**config.mk**
```make
export PLATFORM = sky130hd
export DESIGN_NAME = zapper_shot_ctrl
export DESIGN_NICKNAME = d
export VERILOG_FILES = /design/src/rtl/zapper_shot_ctrl.sv
export SDC_FILE = /design/constraint.sdc
export NUM_CORES = 1
export LEC_CHECK = 0
export BUFFER_PORTS_ARGS = -buffer_cell sky130_fd_sc_hd__buf_2
export CORE_MARGIN = 3
export CORE_UTILIZATION = 43
export DETAILED_ROUTE_END_ITERATION = 12
export PLACE_DENSITY = 0.63
export SLEW_MARGIN = 40
export SYNTH_ARGS = -nofsm -noshare
export SYNTH_HDL_FRONTEND = slang
export SYNTH_SLANG_ARGS = --single-unit
```
**constraint.sdc**
```tcl
create_clock -name clk -period 2.3 [get_ports clk]
set_input_delay 0.345 -clock clk [delete_from_list [all_inputs] [get_ports clk]]
set_output_delay 0.345 -clock clk [all_outputs]
set_load 0.005 [all_outputs]
```
**src/rtl/zapper_shot_ctrl.sv**
```systemverilog
// Light-gun shot sequencer: black frame, target frame, photodiode integration, hit/miss scoring.
// Optional macro ZAPPER_BLACK_CHECK_EN adds a detect counter over the black frame that vetoes hits.
module zapper_shot_ctrl #(
  parameter int unsigned SHOTS_PER_ROUND = 3,
  parameter int unsigned SCORE_W         = 16,
  parameter int unsigned HIT_POINTS      = 500,
  parameter int unsigned DETECT_MIN      = 64,
  parameter int unsigned SYNC_STAGES     = 2
) (
  input  logic               clk,
  input  logic               rst,
  input  logic               frame_start,
  input  logic               trigger,
  input  logic               detect,
  input  logic               new_round,
  output logic [1:0]         flash_mode,
  output logic               shot_busy,
  output logic               hit,
  output logic               miss,
  output logic [2:0]         shots_left,
  output logic [SCORE_W-1:0] score
);

  localparam int unsigned CNT_W  = 16;
  localparam int unsigned SHOT_W = 3;
  localparam int unsigned SUM_W  = SCORE_W + 1;

  localparam logic [CNT_W-1:0]  CNT_MAX    = '1;
  localparam logic [CNT_W-1:0]  DET_MIN    = CNT_W'(DETECT_MIN);
  localparam logic [SHOT_W-1:0] SHOTS_INIT = SHOT_W'(SHOTS_PER_ROUND);
  localparam logic [SUM_W-1:0]  PTS        = SUM_W'(HIT_POINTS);

  localparam logic [1:0] MODE_NORMAL = 2'd0;
  localparam logic [1:0] MODE_BLACK  = 2'd1;
  localparam logic [1:0] MODE_TARGET = 2'd2;

  typedef enum logic [2:0] {
    S_IDLE,
    S_ARM,
    S_BLACK,
    S_TARGET,
    S_EVAL,
    S_RELEASE
  } state_t;

  state_t r_state;
  state_t w_state_nxt;

  logic [SYNC_STAGES-1:0] r_trig_sync;
  logic [SYNC_STAGES-1:0] r_det_sync;
  logic                   r_trig_prev;
  logic                   w_trig_s;
  logic                   w_det_s;
  logic                   w_trig_rise;

  logic [CNT_W-1:0]   r_tgt_cnt;
  logic [1:0]         r_flash;
  logic               r_busy;
  logic               r_hit;
  logic               r_miss;
  logic [SHOT_W-1:0]  r_shots;
  logic [SCORE_W-1:0] r_score;

  logic               w_accept;
  logic               w_eval;
  logic               w_tgt_clr;
  logic               w_pass;
  logic [1:0]         w_flash_nxt;
  logic               w_busy_nxt;
  logic               w_hit_nxt;
  logic               w_miss_nxt;
  logic [SUM_W-1:0]   w_score_sum;

`ifdef ZAPPER_BLACK_CHECK_EN
  logic [CNT_W-1:0] r_blk_cnt;
  logic             w_blk_clr;
`endif

  assign w_trig_s    = r_trig_sync[SYNC_STAGES-1];
  assign w_det_s     = r_det_sync[SYNC_STAGES-1];
  assign w_trig_rise = w_trig_s & ~r_trig_prev;

  // Metastability synchronisers and trigger edge history
  always_ff @(posedge clk) begin
    if (!rst) begin
      r_trig_sync <= '0;
      r_det_sync  <= '0;
      r_trig_prev <= 1'b0;
    end else begin
      r_trig_sync <= {r_trig_sync[SYNC_STAGES-2:0], trigger};
      r_det_sync  <= {r_det_sync[SYNC_STAGES-2:0], detect};
      r_trig_prev <= w_trig_s;
    end
  end

  always_ff @(posedge clk) begin
    if (!rst) begin
      r_state <= S_IDLE;
    end else begin
      r_state <= w_state_nxt;
    end
  end

  // Next state plus registered-output next values; new_round overrides everything
  always_comb begin
    w_state_nxt = r_state;
    w_accept    = 1'b0;
    w_eval      = 1'b0;
    w_tgt_clr   = 1'b0;
    w_flash_nxt = MODE_NORMAL;
    w_busy_nxt  = 1'b0;
    w_hit_nxt   = 1'b0;
    w_miss_nxt  = 1'b0;
`ifdef ZAPPER_BLACK_CHECK_EN
    w_blk_clr   = 1'b0;
`endif

    case (r_state)
      S_IDLE: begin
        if (w_trig_rise && (r_shots != '0)) begin
          w_accept    = 1'b1;
          w_state_nxt = S_ARM;
        end
      end
      S_ARM: begin
        if (frame_start) begin
          w_state_nxt = S_BLACK;
`ifdef ZAPPER_BLACK_CHECK_EN
          w_blk_clr   = 1'b1;
`endif
        end
      end
      S_BLACK: begin
        if (frame_start) begin
          w_state_nxt = S_TARGET;
          w_tgt_clr   = 1'b1;
        end
      end
      S_TARGET: begin
        if (frame_start) begin
          w_state_nxt = S_EVAL;
        end
      end
      S_EVAL: begin
        w_eval      = 1'b1;
        w_state_nxt = S_RELEASE;
      end
      S_RELEASE: begin
        if (!w_trig_s) begin
          w_state_nxt = S_IDLE;
        end
      end
      default: begin
        w_state_nxt = S_IDLE;
      end
    endcase

    if (new_round) begin
      w_state_nxt = S_IDLE;
      w_accept    = 1'b0;
      w_eval      = 1'b0;
    end

    case (w_state_nxt)
      S_BLACK:  w_flash_nxt = MODE_BLACK;
      S_TARGET: w_flash_nxt = MODE_TARGET;
      default:  w_flash_nxt = MODE_NORMAL;
    endcase

    w_busy_nxt = (w_state_nxt == S_ARM) || (w_state_nxt == S_BLACK) ||
                 (w_state_nxt == S_TARGET) || (w_state_nxt == S_EVAL);
    w_hit_nxt  = w_eval & w_pass;
    w_miss_nxt = w_eval & ~w_pass;
  end

`ifdef ZAPPER_BLACK_CHECK_EN
  assign w_pass = (r_tgt_cnt >= DET_MIN) && (r_blk_cnt < DET_MIN);

  // Light seen while the screen is black means the gun is aimed at a lamp
  always_ff @(posedge clk) begin
    if (!rst) begin
      r_blk_cnt <= '0;
    end else if (w_blk_clr) begin
      r_blk_cnt <= '0;
    end else if ((r_state == S_BLACK) && w_det_s && (r_blk_cnt != CNT_MAX)) begin
      r_blk_cnt <= r_blk_cnt + CNT_W'(1);
    end
  end
`else
  assign w_pass = (r_tgt_cnt >= DET_MIN);
`endif

  // Saturating detect integrator over the target frame
  always_ff @(posedge clk) begin
    if (!rst) begin
      r_tgt_cnt <= '0;
    end else if (w_tgt_clr) begin
      r_tgt_cnt <= '0;
    end else if ((r_state == S_TARGET) && w_det_s && (r_tgt_cnt != CNT_MAX)) begin
      r_tgt_cnt <= r_tgt_cnt + CNT_W'(1);
    end
  end

  assign w_score_sum = {1'b0, r_score} + PTS;

  always_ff @(posedge clk) begin
    if (!rst) begin
      r_flash <= MODE_NORMAL;
      r_busy  <= 1'b0;
      r_hit   <= 1'b0;
      r_miss  <= 1'b0;
      r_shots <= SHOTS_INIT;
      r_score <= '0;
    end else begin
      r_flash <= w_flash_nxt;
      r_busy  <= w_busy_nxt;
      r_hit   <= w_hit_nxt;
      r_miss  <= w_miss_nxt;
      if (new_round) begin
        r_shots <= SHOTS_INIT;
      end else if (w_accept) begin
        r_shots <= r_shots - SHOT_W'(1);
      end
      if (w_hit_nxt) begin
        r_score <= w_score_sum[SCORE_W] ? '1 : w_score_sum[SCORE_W-1:0];
      end
    end
  end

  assign flash_mode = r_flash;
  assign shot_busy  = r_busy;
  assign hit        = r_hit;
  assign miss       = r_miss;
  assign shots_left = r_shots;
  assign score      = r_score;

endmodule

```
==> results.sh, run 1 <==
export IMPL_status="completed"
export IMPL_overflow_left_after_global_routing=0
export IMPL_final_setup_violation_count=0
export IMPL_cts_hold_buffers_added=0
export IMPL_drive_above_1_share_pct=21.7
export IMPL_end_kind="flip-flop"
export IMPL_place_gp_congestion=0.783
export IMPL_clk_pin_slew_ns=0.10
export IMPL_die_area_um2=6420
export IMPL_drc_errors=0
export IMPL_syn_cell_area_um2=2360
export IMPL_syn_instance_count=264
export IMPL_count_of_flip_flops_with_a_built_in_enable_after_synthesis=0
export IMPL_final_util_pct=52.2
export IMPL_max_freq_mhz=486
export IMPL_combinational_group_share_of_total_power_pct=2.9
export IMPL_synthDominantAreaCellType="sky130_fd_sc_hd__dfxtp_1"
export IMPL_critPathRequiredTime_ns=2.50
export IMPL_synthAdderAreaFrac_pct=2.65
export IMPL_worst_hold_path_depth=2
export IMPL_syn_nets=275
export IMPL_floorplan_core_area_um2=5200
export IMPL_power_density_nw_per_um2=550
export IMPL_hold_path_startpoint="detect"
export IMPL_final_setup_skew_ns=0.00756
export IMPL_syn_avg_cell_area_um2=8.95
export IMPL_tritoncts_num_sinks=47
export IMPL_std_cell_rows=26
export IMPL_num_vias=2076
export IMPL_synth_warnings=0
export IMPL_yosys_top_cells_area="sky130_fd_sc_hd__dfxtp_1 40%, sky130_fd_sc_hd__a21oi_1 4.2%, sky130_fd_sc_hd__o221a_2 2.9%"
export IMPL_globalRouteTotalUtil_pct=16.6
export IMPL_nNetsFinal=310
export IMPL_critical_path_reg2reg_startpoint="shots_left[0]"
export IMPL_avgRoutedWirePerCell_um=13.5
export IMPL_tritoncts_clock_tree="built"
export IMPL_hold_path_class="in2reg"
export IMPL_critPathMaxStageDelay_ns=0.49
export IMPL_tightestPinTransition_ns=0.617
export IMPL_antenna_found_initial=0
export IMPL_relSlewSlack_pct=58.5
export IMPL_finalWorstPathRequiredPeriod_ns=2.06
export IMPL_preCtsSetupSlack_ns=0.257
export IMPL_ctsRootBufferMaster="sky130_fd_sc_hd__clkbuf_8"
export IMPL_complex_gate_fraction_of_the_synthesized_area_pct=21.9
export IMPL_grt_pass1_wl_um=8650
export IMPL_clock_tree_htree_level_count=2
export IMPL_critPathArrivalTime_ns=2.25
export IMPL_ys_ff_latch=47
export IMPL_dpl_hpwl_um=3530
export IMPL_worst_ir_drop_vdd_uv=452
export IMPL_synth_top_area_share_pct=39.8
export IMPL_synth_mux_area_fraction_pct=0.424
export IMPL_grt_pass1_vias=1932
export IMPL_flow_area_growth_from_synthesis_pct=14.9
export IMPL_clock_insertion_delay_worst_skew_ns=0.30
export IMPL_clock_power_share_pct=42.1
export IMPL_initial_utilization_pct=45.4
export IMPL_power_frac_seq_pct=55.0
export IMPL_postRouteWirelength_um=4990
export IMPL_post_synth_num_cell_types=55
export IMPL_hold_violations=0
export IMPL_leakagePower_nw=1.08
export IMPL_die_width_um=80.1
export IMPL_vias_per_instance=5.61
export IMPL_critical_path_top_cell_by_count="sky130_fd_sc_hd__ha_1"
export IMPL_worst_r2r_endpoint="shots_left[1]"
export IMPL_maximum_number_of_pins_on_one_net_before_global_route_repair=17
export IMPL_critical_path_class="reg2reg"
export IMPL_stdcell_count=370
export IMPL_antenna_diode_count=0
export IMPL_die_y_um=80.1
export IMPL_synthXorXnorAreaFrac_pct=0.741
export IMPL_reg2reg_slack_ns=0.24
export IMPL_drtIter0Drc=86
export IMPL_drv_max_cap_violation_count=0
export IMPL_cp_buffers_inverters=1
export IMPL_cts_root_to_sink_buffers=2
export IMPL_portBuffers=29
export IMPL_crit_path_start="shots_left[0]"
export IMPL_synth_simple_gate_area_share_pct=29.5
export IMPL_synth_flop_cell="sky130_fd_sc_hd__dfxtp_1"
export IMPL_fin_crit_sh_pct=89.4
export IMPL_top_level_ports=30
export IMPL_timing_critical_path_to="shots_left[1]"
export IMPL_timing_critical_path_depth=7
export IMPL_fin_hold_ws_ns=0.240
export IMPL_final_max_slew_violation_count=0
export IMPL_firstDrtPassIters=4
export IMPL_synth_top_family_by_area="simple AND/OR/NAND/NOR gates"
export IMPL_timing_critical_path_cells="inv_1 > ha_1 > ha_1 > or3b_2 > nor4_4 > mux2i_1 > or2_2"
export IMPL_setup_ws_ns=0.244
export IMPL_reg2reg_depth=7
export IMPL_worst_path_max_fanout=4
export IMPL_placed_cells_incl_taps=362
export IMPL_antenna_left=0
export IMPL_async_reset_ff_share_pct=0
export IMPL_ctsResizeCount=0
export IMPL_power_share_switching_pct=22.0
export IMPL_power_report_internal_total_mw=1.16
export IMPL_ys_seq_area_share_pct=39.8
export IMPL_total_setup_buffers_inserted_after_cts=0
export IMPL_path_delay_family="simple AND/OR/NAND/NOR gates"
export IMPL_grt_setup_unrepaired="false"
export IMPL_final_setup_tns_ns=0
export IMPL_switching_power_of_the_nets_mw=0.328
export IMPL_critPathLaunchType="flip-flop"
export IMPL_cts_buffers=5
export IMPL_timing_critical_path_slowest_stage_cell="sky130_fd_sc_hd__or3b_2"
## cell families (layout without fill, tap and decap cells)
kind of cell,after synthesis,in the layout
adder cells (fa/ha/maj),5,5
flip-flops,47,47
buffers and inverters,22,58
XOR/XNOR,2,2
multiplexers,1,1
AND/OR/NAND/NOR,118,118
AO/OA/AOI/OAI,69,69
## how the worst min path moves through the flow
stage	slack, ns	end
CTS	0.23	r_det_sync[0]
detailed placement	0.43	r_trig_sync[1]
finish	0.24	r_det_sync[0]
floorplan	0.41	r_det_sync[1]
global route	0.25	r_det_sync[0]
global placement	0.42	r_det_sync[1]
## layout by cell type, fill, tap and decap left out, types with 3 or more instances in the layout
| master | instances |
|---|---|
| sky130_fd_sc_hd__nand3b_1 | 3 |
| sky130_fd_sc_hd__o21a_1 | 5 |
| sky130_fd_sc_hd__nand3_1 | 10 |
| sky130_fd_sc_hd__or4_1 | 7 |
| sky130_fd_sc_hd__and3_1 | 5 |
| sky130_fd_sc_hd__and2_1 | 8 |
| sky130_fd_sc_hd__buf_4 | 11 |
| sky130_fd_sc_hd__nor3_1 | 10 |
| sky130_fd_sc_hd__a311oi_1 | 4 |
| sky130_fd_sc_hd__a31oi_1 | 4 |
| sky130_fd_sc_hd__dfxtp_1 | 47 |
| sky130_fd_sc_hd__nor4_1 | 4 |
| sky130_fd_sc_hd__nor2_1 | 17 |
| sky130_fd_sc_hd__o31ai_1 | 4 |
| sky130_fd_sc_hd__o221a_2 | 6 |
| sky130_fd_sc_hd__buf_2 | 29 |
| sky130_fd_sc_hd__nand4_1 | 8 |
| sky130_fd_sc_hd__or3_1 | 7 |
| sky130_fd_sc_hd__inv_1 | 10 |
| sky130_fd_sc_hd__ha_1 | 5 |
| sky130_fd_sc_hd__clkbuf_8 | 5 |
| sky130_fd_sc_hd__a21oi_1 | 20 |
| sky130_fd_sc_hd__and4_1 | 3 |
| sky130_fd_sc_hd__nand2_1 | 16 |
| sky130_fd_sc_hd__o211ai_1 | 6 |
| sky130_fd_sc_hd__o21ai_0 | 6 |
| sky130_fd_sc_hd__nand2b_1 | 5 |
## layer usage
metal	up-vias	global-route usage [%]	wire (µm)
li1	1076	-	-
met1	967	20.9	2490
met2	28	28.4	2340
met3	5	3.03	119
met4	0	5.57	52
met5	-	0	0
## synth_stat cells, types with 7 or more instances
cell type	n
sky130_fd_sc_hd__nand3_1	10
sky130_fd_sc_hd__inv_1	10
sky130_fd_sc_hd__or3_1	7
sky130_fd_sc_hd__or4_1	7
sky130_fd_sc_hd__a21oi_1	20
sky130_fd_sc_hd__nand2_1	16
sky130_fd_sc_hd__and2_1	8
sky130_fd_sc_hd__dfxtp_1	47
sky130_fd_sc_hd__nor3_1	10
sky130_fd_sc_hd__nand4_1	8
sky130_fd_sc_hd__nor2_1	17
## registers in the layout, summed over array words and instances (netlist names)
name         flops
r_trig_prev      1
hit              1
shots_left       3
r_det_sync       2
miss             1
r_state          3
r_tgt_cnt       16
shot_busy        1
r_trig_sync      2
score           15
flash_mode       2
## power groups by stage
stage	combinational (mW)	sequential, mW	clock (mW)
after floorplan	0.0278	0.840	0
after global placement	0.0431	0.840	0
after detailed placement	0.0435	0.840	0
after CTS	0.0435	0.821	0.650
after global routing	0.0486	0.822	0.679
final	0.0428	0.821	0.629
## final cells by class
cell class / count / area (µm²)
Tap cell: 70 / 87.6
Fill cell: 512 / 2490
Inverter: 10 / 37.5
Multi-Input combinational cell: 195 / 1310
Timing Repair Buffer: 40 / 228
Sequential cell: 47 / 941
Clock inverter: 3 / 47.5
Clock buffer: 5 / 68.8
## metrics by stage
stage | instance area, µm² | power [mW]
2_1_floorplan | 2360 | 0.867
3_3_place_gp | 2600 | 0.883
3_5_place_dp | 2600 | 0.884
4_1_cts | 2720 | 1.51
5_1_grt | 2720 | 1.55
6_report | 2720 | 1.49
## worst register-to-register path, delay by kind of cell, from the launching register on
family / cells / cell delay (ns)
adders and majority gates: 2 / 0.36
buffers and inverters: 1 / 0.06
DFF: 1 / 0.38
muxes: 1 / 0.12
and+or+nand+nor: 3 / 1.04
Power figures use the tool's default switching activity.
==> run 2, diff against run 1 <==
- CTS_CLUSTER_SIZE: not set -> 14
- GPL_TIMING_DRIVEN: not set -> 0
==> results.sh, run 2 (same netlist as run 1, synthesis figures left out) <==
export IMPL_timing_critical_path_cells="ha_1 > or3_1 > o211ai_1 > buf_2 > a21oi_1 > o221a_2"
export IMPL_commonest_non_fill_non_tap_cell_in_the_layout="sky130_fd_sc_hd__dfxtp_1"
export IMPL_clock_tree_htree_level_count=2
export IMPL_worst_path_max_fanout=10
export IMPL_die_y_um=80.1
export IMPL_critPathRequiredTime_ns=2.51
export IMPL_final_setup_skew_ns=0.0114
export IMPL_avgRoutedWirePerCell_um=13.4
export IMPL_worst_ir_drop_vdd_uv=326
export IMPL_place_gp_congestion=0.810
export IMPL_hold_violations=0
export IMPL_power_report_internal_total_mw=1.06
export IMPL_postRouteWirelength_um=4990
export IMPL_floorplan_core_area_um2=5200
export IMPL_grt_pass1_vias=1829
export IMPL_nNetsFinal=311
export IMPL_globalRouteTotalUtil_pct=16.4
export IMPL_maximum_number_of_pins_on_one_net_before_global_route_repair=18
export IMPL_clock_insertion_delay_worst_skew_ns=0.32
export IMPL_cts_hold_buffers_added=0
export IMPL_combinational_group_share_of_total_power_pct=3.1
export IMPL_ctsRootBufferMaster="sky130_fd_sc_hd__clkbuf_8"
export IMPL_antenna_diode_count=0
export IMPL_end_kind="flip-flop"
export IMPL_reg2reg_depth=6
export IMPL_switching_power_of_the_nets_mw=0.347
export IMPL_std_cell_rows=26
export IMPL_grt_pass1_wl_um=8410
export IMPL_drc_errors=0
export IMPL_largest_register="r_tgt_cnt"
export IMPL_finalWorstPathRequiredPeriod_ns=2.12
export IMPL_grt_setup_unrepaired="false"
export IMPL_critPathArrivalTime_ns=2.33
export IMPL_max_ffs_per_register=16
export IMPL_die_width_um=80.1
export IMPL_power_share_switching_pct=24.7
export IMPL_antenna_left=0
export IMPL_cts_root_to_sink_buffers=2
export IMPL_critPathLaunchType="flip-flop"
export IMPL_placed_cells_incl_taps=363
export IMPL_dpl_hpwl_um=3610
export IMPL_final_setup_tns_ns=0
export IMPL_drtIter0Drc=65
export IMPL_status="completed"
export IMPL_flow_area_growth_from_synthesis_pct=14.2
export IMPL_total_setup_buffers_inserted_after_cts=0
export IMPL_relSlewSlack_pct=47.6
export IMPL_tritoncts_num_sinks=47
export IMPL_hold_path_class="in2reg"
export IMPL_clock_power_share_pct=38.6
export IMPL_portBuffers=29
export IMPL_num_vias=2069
export IMPL_stdcell_count=371
export IMPL_tritoncts_clock_tree="built"
export IMPL_top_level_ports=30
export IMPL_antenna_found_initial=0
export IMPL_power_frac_seq_pct=58.3
export IMPL_final_max_slew_violation_count=0
export IMPL_ctsResizeCount=0
export IMPL_initial_utilization_pct=45.4
export IMPL_power_density_nw_per_um2=522
export IMPL_firstDrtPassIters=4
export IMPL_die_area_um2=6420
export IMPL_nFillCells=513
export IMPL_vias_per_instance=5.58
export IMPL_fin_crit_sh_pct=92.0
export IMPL_worst_hold_path_depth=2
export IMPL_timing_critical_path_slowest_stage_cell="sky130_fd_sc_hd__o211ai_1"
export IMPL_tightestPinTransition_ns=0.779
export IMPL_drive_above_1_share_pct=21.3
export IMPL_layout_cell_area_non_filler_um2=2700
export IMPL_cts_buffers=5
export IMPL_max_freq_mhz=473
export IMPL_critPathMaxStageDelay_ns=0.41
export IMPL_layout_cells_most_common_list="47 x sky130_fd_sc_hd__dfxtp_1, 33 x sky130_fd_sc_hd__buf_2, 20 x sky130_fd_sc_hd__a21oi_1, 17 x sky130_fd_sc_hd__nor2_1, 16 x sky130_fd_sc_hd__nand2_1"
export IMPL_place_area_um2=2600
export IMPL_clk_pin_slew_ns=0.10
export IMPL_drv_max_cap_violation_count=0
export IMPL_leakagePower_nw=1.07
export IMPL_final_setup_violation_count=0
export IMPL_overflow_left_after_global_routing=0
export IMPL_critical_path_class="reg2reg"
run 2: changes by cell type in the layout (fill, tap and decap cells not counted), sizes merged:
| cell | before | now |
|---|---|---|
| clkbuf | 5 | 7 |
| clkinv | 1 | 0 |
| inv | 11 | 12 |
| bufinv | 1 | 0 |
| clkinvlp | 0 | 1 |
| buf | 40 | 39 |
run 2: critical path: cells and delay by family (launching register included):
kind | cells | cell delay [ns]
DFF | 1 | 0.36
buffers and inverters | 1 | 0.32
adders and majority gates | 1 | 0.25
AOI/OAI and AO/OA | 3 | 0.74
and+or+nand+nor | 1 | 0.34
run 2: area by class of cell:
| type | instances | area, µm² | area share, % |
|---|---|---|---|
| buffer | 12 | 80.1 | 2.97 |
| clock buffer | 5 | 68.8 | 2.55 |
| clock inverter | 3 | 27.5 | 1.02 |
| inverter | 10 | 37.5 | 1.39 |
| multi-input combinational | 195 | 1310 | 48.6 |
| sequential | 47 | 941 | 34.9 |
| tap | 70 | 87.6 | 3.25 |
| timing repair buffer | 29 | 145 | 5.38 |
run 2: per-stage QoR:
step                      util, %  setup WS, ns  total power [mW]  hold WS, ns
after global placement       49.9         0.193             0.884        0.415
after global routing         51.9        0.0508              1.46        0.235
after floorplan                 -         0.338             0.867        0.412
after detailed placement     49.9         0.212             0.884        0.423
final                        51.9         0.184              1.41        0.227
after CTS                    51.7         0.185              1.43        0.214
run 2: power groups by stage:
stage	clock network (mW)	registers, mW	logic (mW)
CTS	0.565	0.821	0.0439
global route	0.591	0.822	0.0493
finish	0.544	0.821	0.0435
detailed placement	0	0.840	0.0438
floorplan	0	0.840	0.0278
global placement	0	0.840	0.0438
run 2: final timing paths:
check	startpoint	to	slack, ns
hold / removal	detect	r_det_sync[0]	0.23
setup / recovery	score[2]	score[5]	0.18
hold reg to reg	r_trig_sync[0]	r_trig_sync[1]	0.45
setup reg to reg	score[2]	score[5]	0.18
run 2: layer usage:
metal / GRT usage (%) / vias to the layer above / share of wire (%)
met1: 21.2 / 960 / 48
li1: - / 1070 / -
met4: 7.09 / 0 / 1.9
met5: 0 / - / 0
met2: 26.4 / 31 / 47
met3: 3.25 / 8 / 3.4
